==> config.mk <==
export PLATFORM = sky130hd
export DESIGN_NAME = zcu102_reset_request
export DESIGN_NICKNAME = d
export VERILOG_FILES = /design/src/rtl/zcu102_reset_request.sv
export SDC_FILE = /design/constraint.sdc
export NUM_CORES = 1
export LEC_CHECK = 0
export ABC_AREA = 1
export CORE_MARGIN = 3
export CORE_UTILIZATION = 58
export DETAILED_ROUTE_END_ITERATION = 8
export PLACE_DENSITY_LB_ADDON = 0.2
export SLEW_MARGIN = 10
export SYNTH_ARGS = -nofsm -noshare
export SYNTH_HDL_FRONTEND = slang
export SYNTH_SLANG_ARGS = --single-unit
==> constraint.sdc <==
create_clock -name clock -period 2 [get_ports clock]
set_input_delay 0.6 -clock clock [delete_from_list [all_inputs] [get_ports clock]]
set_output_delay 0.6 -clock clock [all_outputs]
set_load 0.05 [all_outputs]
==> src/rtl/zcu102_reset_request.sv <==
// Board reset-request generator: merges lock loss, debounced button and software requests into one held areset_out level.
// Optional cause register is compiled in with `define RESET_REQ_CAUSE_EN; without it cause reads 4'b0000.
module zcu102_reset_request #(
  parameter int SYNC_STAGES     = 2,
  parameter int DEBOUNCE_BITS   = 8,
  parameter int HOLD_CYCLES     = 1024,
  parameter int COOLDOWN_CYCLES = 256
) (
  input  logic       clock,
  input  logic       reset,
  input  logic       button,
  input  logic       locked,
  input  logic       sw_req,
  output logic       sw_ack,
  output logic       areset_out,
  output logic [3:0] cause
);

  localparam int CNT_MAX = (HOLD_CYCLES > COOLDOWN_CYCLES) ? HOLD_CYCLES : COOLDOWN_CYCLES;
  localparam int CNT_W   = (CNT_MAX > 1) ? $clog2(CNT_MAX) : 1;
  localparam logic [CNT_W-1:0] HOLD_LOAD = CNT_W'(HOLD_CYCLES - 1);
  localparam logic [CNT_W-1:0] COOL_LOAD = CNT_W'(COOLDOWN_CYCLES - 1);

  typedef enum logic [1:0] {IDLE, ASSERT, WAIT_RELEASE, COOLDOWN} state_t;

  logic [SYNC_STAGES-1:0]   btn_sync;
  logic [SYNC_STAGES-1:0]   lock_sync;
  logic [SYNC_STAGES-1:0]   primed;
  logic                     btn_s;
  logic                     lock_s;
  logic                     lock_lost;
  logic                     btn_d;
  logic [DEBOUNCE_BITS-1:0] db_cnt;
  logic                     idle_go;
  state_t                   state;
  logic [CNT_W-1:0]         cnt;

  assign btn_s  = btn_sync[SYNC_STAGES-1];
  assign lock_s = lock_sync[SYNC_STAGES-1];
  // NOTE: the lock chain powers up at 0, so its output is not trusted until a 1 has
  // walked through every stage; otherwise power-on would look like a lock loss.
  assign lock_lost = primed[SYNC_STAGES-1] & ~lock_s;
  assign idle_go   = lock_lost | btn_d | sw_req;

  // NOTE: reset is synchronous here, so it is tested inside the clocked block and
  // is not in the sensitivity list; all state uses non-blocking assignments.
  always_ff @(posedge clock) begin
    if (reset) begin
      btn_sync  <= '0;
      lock_sync <= '0;
      primed    <= '0;
    end else begin
      btn_sync  <= {btn_sync[SYNC_STAGES-2:0], button};
      lock_sync <= {lock_sync[SYNC_STAGES-2:0], locked};
      primed    <= {primed[SYNC_STAGES-2:0], 1'b1};
    end
  end

  // btn_d follows btn_s only after 2^DEBOUNCE_BITS consecutive disagreeing cycles.
  always_ff @(posedge clock) begin
    if (reset) begin
      btn_d  <= 1'b0;
      db_cnt <= '0;
    end else if (btn_s == btn_d) begin
      db_cnt <= '0;
    end else if (&db_cnt) begin
      btn_d  <= btn_s;
      db_cnt <= '0;
    end else begin
      db_cnt <= db_cnt + DEBOUNCE_BITS'(1);
    end
  end

  always_ff @(posedge clock) begin
    if (reset) begin
      state      <= ASSERT;
      cnt        <= HOLD_LOAD;
      areset_out <= 1'b1;
      sw_ack     <= 1'b0;
    end else begin
      sw_ack <= 1'b0;
      unique case (state)
        IDLE: begin
          if (idle_go) begin
            state      <= ASSERT;
            areset_out <= 1'b1;
            cnt        <= HOLD_LOAD;
            sw_ack     <= sw_req;
          end
        end
        ASSERT: begin
          if (lock_lost)     cnt   <= HOLD_LOAD;
          else if (cnt == 0) state <= WAIT_RELEASE;
          else               cnt   <= cnt - CNT_W'(1);
        end
        WAIT_RELEASE: begin
          if (lock_s && !btn_d) begin
            state      <= COOLDOWN;
            areset_out <= 1'b0;
            cnt        <= COOL_LOAD;
          end
        end
        COOLDOWN: begin
          // Lock loss is never masked by the cooldown window.
          if (lock_lost) begin
            state      <= ASSERT;
            areset_out <= 1'b1;
            cnt        <= HOLD_LOAD;
          end else if (cnt == 0) begin
            state <= IDLE;
          end else begin
            cnt <= cnt - CNT_W'(1);
          end
        end
      endcase
    end
  end

`ifdef RESET_REQ_CAUSE_EN
  logic [3:0] cause_q;

  always_ff @(posedge clock) begin
    if (reset)                              cause_q    <= 4'b0001;
    else if (state == IDLE && idle_go)      cause_q    <= {sw_req, btn_d, lock_lost, 1'b0};
    else if (state == ASSERT && lock_lost)  cause_q[1] <= 1'b1;
    else if (state == COOLDOWN && lock_lost) cause_q   <= 4'b0010;
  end

  assign cause = cause_q;
`else
  assign cause = 4'b0000;
`endif

endmodule

**Yosys cells after proc, flatten, opt, wreduce, memory -nomap -nowiden**

Index checks and enable logic that the tools add are counted.

- Add/sub/neg operators: 2
- Multiply operators: 0
- Divide/modulo/power cells: 0
- $lt $le $gt $ge: 0
- Eq/ne operators: 11
- Shift-type cells: 0
- Mux-type cells: 17
- Bitwise logic cells: 7
- Reductions and logical operators: 13

Operator list:

| kind | count |
|---|---|
| 2-to-1 mux 10 bit | 4 |
| case mux 10 bit (3 select lines) | 1 |
| 2-to-1 mux 2 bit | 6 |
| logical NOT 10 bit | 1 |
| inequality test 2 bit (second input constant) | 5 |
| subtractor 10 x 1 -> 10 bit (second input constant) | 1 |
| AND reduction 9 bit | 1 |
| adder 8 x 1 -> 8 bit (second input constant) | 1 |
| case mux 2 bit (4 select lines) | 1 |
| AND reduction 8 bit | 1 |
| inequality test 3 bit (second input constant) | 2 |
| OR reduction 3 bit | 2 |
| AND reduction 5 bit | 1 |
| equality test 2 bit (second input constant) | 2 |
| 2-to-1 mux 1 bit | 4 |
| NOT 1 bit | 4 |
| AND reduction 4 bit | 1 |
| case mux 1 bit (3 select lines) | 1 |
| AND reduction 3 bit | 1 |
| nonzero test 3 bit | 1 |
| equality test 2 x 1 -> 1 bit (second input constant) | 1 |
| logical NOT 2 bit | 1 |
| bitwise OR 1 bit | 2 |
| OR reduction 2 bit | 1 |
| other kinds (4) | 4 |

- Register bits: 29
- Latch bits: 0
- Memory bits (writable): 0
- Bits in read-only memories: 0
- Input bits: 5
- Output and inout bits: 6
- Word-level logic and storage cells: 60
- Memories: 0

**Logic depth before layout (Yosys ltp)**

- Depth in word-level cells: 6
- Depth in mapped cells: 12
- Gate-level depth less buffers: 12

**Worst setup path after synthesis**

OpenSTA, ideal clock, no wires.

- Path type: register to register
- Start point: reg state[0]
- End point: reg cnt[5]
- Setup time: 0.117 ns
- Data arrival time: 1.455 ns
- Required time: 1.883 ns
- Slack: 0.428 ns
- Stages on the path, launching flop included: 11
- Buffers on the path: 2
- Clock period less this slack: 1.572 ns
- Cell sequence: dfxtp_1 > clkbuf_8 > inv_1 > ha_1 > o21ai_0 > nand2_1 > inv_1 > nand2_2 > buf_6 > a21oi_1 > nand2_1

- Longest elaborated chain between the ends: 4
- Elaborated cells on any way between the ends: 10
- Classes of those cells: 6 x eq/ne; 1 x mux; 3 x reduce/logical

RTL lines:

| element | RTL line | RTL |
|---|---|---|
| start, declared | 35 | `state_t state;` |
| start signal, assigned | 76 | `state <= ASSERT;` |
| start signal, assigned | 85 | `state <= ASSERT;` |
| start signal, assigned | 93 | `else if (cnt == 0) state <= WAIT_RELEASE;` |
| equality test 2 bit / equality test 2 x 1 -> 1 bit (equally long branches) | 82 | `unique case (state)` |
| OR reduction 2 bit (no source line) | n/a |  |
| inequality test 3 bit (no source line) | n/a |  |
| AND reduction 3 bit (no source line) | n/a |  |
| end signal, assigned | 94 | `else cnt <= cnt - CNT_W'(1);` |
| end signal, assigned | 112 | `cnt <= cnt - CNT_W'(1);` |
| end, declared | 36 | `logic [CNT_W-1:0] cnt;` |

Several ways; a longest one is shown, not always the timed one.
A chain may end at the register's enable or synchronous reset.

**Worst setup path in the final report**

- Start point: reg state[1]
- End point: reg cnt[0]

Same word-level chain as after synthesis.

==> out/results.tsv <==
stage	metric	value	unit
timing	final hold violation count	0	
worst_setup_path	Setup CP Type	reg2reg	
pwr	leakage power total	0.000878	uW
floorplan	height of the die	58.9	microns
worst_setup_path	critical path capture point type	flip-flop	
worst_setup_path	CP most frequent cell	inv_1	
cells_and_area	sequential cell area	582	sq um
floorplan	count of standard-cell rows	18	
hold_path	Worst Hold Path Cells	2	
cells_and_area	Synth-to-Final Area Change	9.19	%
synth	ys flop type	dfxtp_1	
synth	most repeated cell in the gate-level netlist after synthesis	nand2_1	
global_routing	antenna violations before repair	0	
drt	Detailed Route Iter0 Violations	68	
timing	minimum period implied by the final worst setup slack	1.79	ns
cells_and_area	Fill cells	231	
worst_setup_path	cell with the largest stage delay on the worst path	dfxtp_1	
synth	number of synthesized flops with an enable pin	0	
worst_setup_path	reg2reg path depth	8	
synth	number of warnings issued by yosys	0	
hold_path	hold endpoint	btn_sync[1]	
floorplan	effective utilization at floorplan	63.1	%
timing	worst hold slack across all endpoints	0.410	ns
global_routing	vias in the first global route	1307	
clock_tree	Root Buffer Master	clkbuf_4	
cells_and_area	count of placed standard cells in the final layout, fillers left out	279	
timing	sum of negative setup slack	0	ns
pwr	Worst IR Drop VDD	0.00110	V
global_routing	first-pass GRT wire length	5520	microns
timing	achievable frequency	560	MHz
timing	final setup vio count	0	
synth	async set-reset flop share out of synthesis	0	%
pwr	power per unit of standard cell area	1160	nW/um^2
timing	final max-slew violation count	0	
global_routing	global router's overall resource usage	20.9	%
synth	Yosys reg bits	29	
drt	antenna-violating nets left	0	
worst_setup_path	Worst Path Buf+Inv	2	
synth	xor and xnor fraction of the mapped netlist area	1.08	%
synth	Seq/Total Area, Yosys	35.8	%
cells_and_area	share of cells above drive strength 1	10.4	%
timing	setup repair after global routing missed its margin	no	
global_routing	global route overflow	0	
synth	area of the mapped netlist	1620	sq um
cells_and_area	ant diodes	0	
synth	top cells by area in the synthesized netlist	dfxtp_1, nand2_1, nor2_1	
clock_tree	# resized after CTS	0	
worst_setup_path	R2R Path Start	state[1]	
hold_path	launch point of the worst hold path	btn_sync[0]	
hold_path	Min-Delay Path Class	reg2reg	
clock_tree	clock latency of the later-clocked register in the worst-skew pair	0.32	ns
run_status	outcome	completed	
synth	simple-gate share of the synthesized area	35.1	%
timing	worst-case clock skew	0.00838	ns
cells_and_area	final core utilization	68.9	%
drt	remaining design rule violation count	0	
clock_tree	H-Tree Level Count	2	
synth	Distinct cells, synth	29	
pwr	total power after layout	2050	uW
worst_setup_path	required time of the worst setup path	2.28	ns
clock_tree	maximum buffer depth of the clock tree	2	
synth	area share of the leading cell type in the synthesized netlist	35.8	%
synth	mean cell area of the mapped netlist	6.89	sq um
drt	number of detailed-routing iterations run before antenna repair	4	
drt	Routed wire per std cell	11.2	microns
worst_setup_path	Cell Chain, Critical Path	inv_1 > ha_1 > or2_2 > nand4_2 > nand2_2 > inv_1 > o21ai_0 > nand2_1	
synth	Synth Area in Compound Gates	9.27	%
global_routing	pin count of the biggest net entering global routing	13	
clock_tree	Sink Count	29	
drt	WL final	3130	microns
cells_and_area	footprint of the multi-input gates	865	sq um
synth	multiplexer share of the synthesized area	0	%
cells_and_area	Nets	263	
synth	Synth top cells by count	nand2_1, nor2_1, dfxtp_1, inv_1, nand3_1	
worst_setup_path	biggest fanout along the worst timing path	11	
synth	Cells after Synth	235	
placed_design	routability-driven placement congestion ratio	0.898	
floorplan	total core area	2570	sq um
worst_setup_path	slowest stage delay, CP	0.39	ns
placed_design	number of buffers inserted by port buffering	6	
run	total of max-cap violations	0	
clock_tree	number of buffers inserted during clock tree synthesis	5	
clock_tree	Clock transition at path regs	0.09	ns
clock_tree	CTS Hold Bufs	0	
clock_tree	postcts setup bufs	0	
floorplan	width of the die	58.9	microns
placed_design	placed wire-length estimate after detailed placement	2410	microns
worst_setup_path	worst-case register-to-register setup slack	0.21	ns
floorplan	number of I/O pins	11	
worst_setup_path	kind of start point of the critical path	flip-flop	
synth	Adder-Cell Fraction of Synth Area	6.95	%
placed_design	total placed cells including tap cells	272	
floorplan	die area	3460	sq um
clock_tree	TritonCTS clock tree	done	
drt	vias after detailed routing	1425	
worst_setup_path	Reg2Reg Capture Point	cnt[0]	
synth	cell type with the largest total area after synthesis	dfxtp_1	
worst_setup_path	Critical Path AT	2.06	ns
drt	per-cell via count in the routed design	5.11	
worst_setup_path	largest delay contributor family on the critical path	simple AND/OR/NAND/NOR gates	
timing	Period Utilization, post-route	89.3	%
synth	dominant combinational cell family by area after synthesis	simple AND/OR/NAND/NOR gates	
-- tightest hold or removal path, cell delays in order (launching register included) --
cell     delay, ns
dfxtp_1       0.31
inv_1         0.04
nor2_1        0.03
-- final cells by class --
cell class | instances | area share, %
clock buffers | 5 | 2.12
multi-input cells | 171 | 48.9
clock inverters | 2 | 1.98
flip-flops and latches | 29 | 32.9
well taps | 30 | 2.12
repair buffers | 12 | 5.66
inverters | 30 | 6.36
-- sequential cells by signal (all words and copies together) (netlist names) --
name and flops:
cnt 10, db_cnt 8, btn_sync 2, lock_sync 2, primed 2, state 2
areset_out 1, btn_d 1, sw_ack 1
-- placed cells by master, fill, tap and decap left out, types with 2 or more instances in the layout --
cell type / instances
ha_1: 9
o21ai_0: 12
nor3_1: 4
nor3b_1: 2
a21oi_1: 14
nor2_4: 2
clkdlybuf4s50_1: 4
nor2_1: 34
buf_4: 8
or2_2: 2
inv_1: 29
nand2_1: 60
clkbuf_4: 5
xor2_1: 2
dfxtp_1: 28
conb_1: 4
nand3_1: 16
-- kinds of logic (layout without fill, tap and decap cells) --
| family | Yosys count | in the layout |
|---|---|---|
| AND/OR/NAND/NOR | 128 | 128 |
| buffers and inverters | 38 | 49 |
| flip-flops | 29 | 29 |
| AO/OA/AOI/OAI | 28 | 28 |
| adder cells (fa/ha/maj) | 9 | 9 |
| XOR/XNOR | 2 | 2 |
| other | 1 | 4 |
-- power by group --
group          internal [uW]  switching [uW]
registers                688             140
logic                    296             477
clock network            254             199
total                   1240             815
-- per-stage QoR --
| stage | instance area (sq um) | setup WS, ns |
|---|---|---|
| 6_report | 1770 | 0.214 |
| 4_1_cts | 1770 | 0.181 |
| 5_1_grt | 1770 | 0.0540 |
| 3_5_place_dp | 1700 | 0.0399 |
| 3_3_place_gp | 1700 | 0.0844 |
| 2_1_floorplan | 1630 | 0.428 |
-- per-layer routing --
layer	track usage (%)	wire (microns)
met5	0	0
met4	5.83	46
met3	5.92	146
met2	35.3	1460
met1	25.8	1480
-- worst max path at each step --
| stage | from | endpoint | slack [ns] | cells after the start |
|---|---|---|---|---|
| 2_1_floorplan | state[0] | cnt[5] | 0.43 | 10 |
| 3_3_place_gp | sw_req | cnt[0] | 0.08 | 9 |
| 3_5_place_dp | sw_req | cnt[0] | 0.04 | 9 |
| 4_1_cts | state[0] | cnt[0] | 0.18 | 9 |
| 5_1_grt | state[1] | cnt[0] | 0.05 | 8 |
| 6_report | state[1] | cnt[0] | 0.21 | 8 |
No activity file was read; power rests on OpenSTA's default activity.
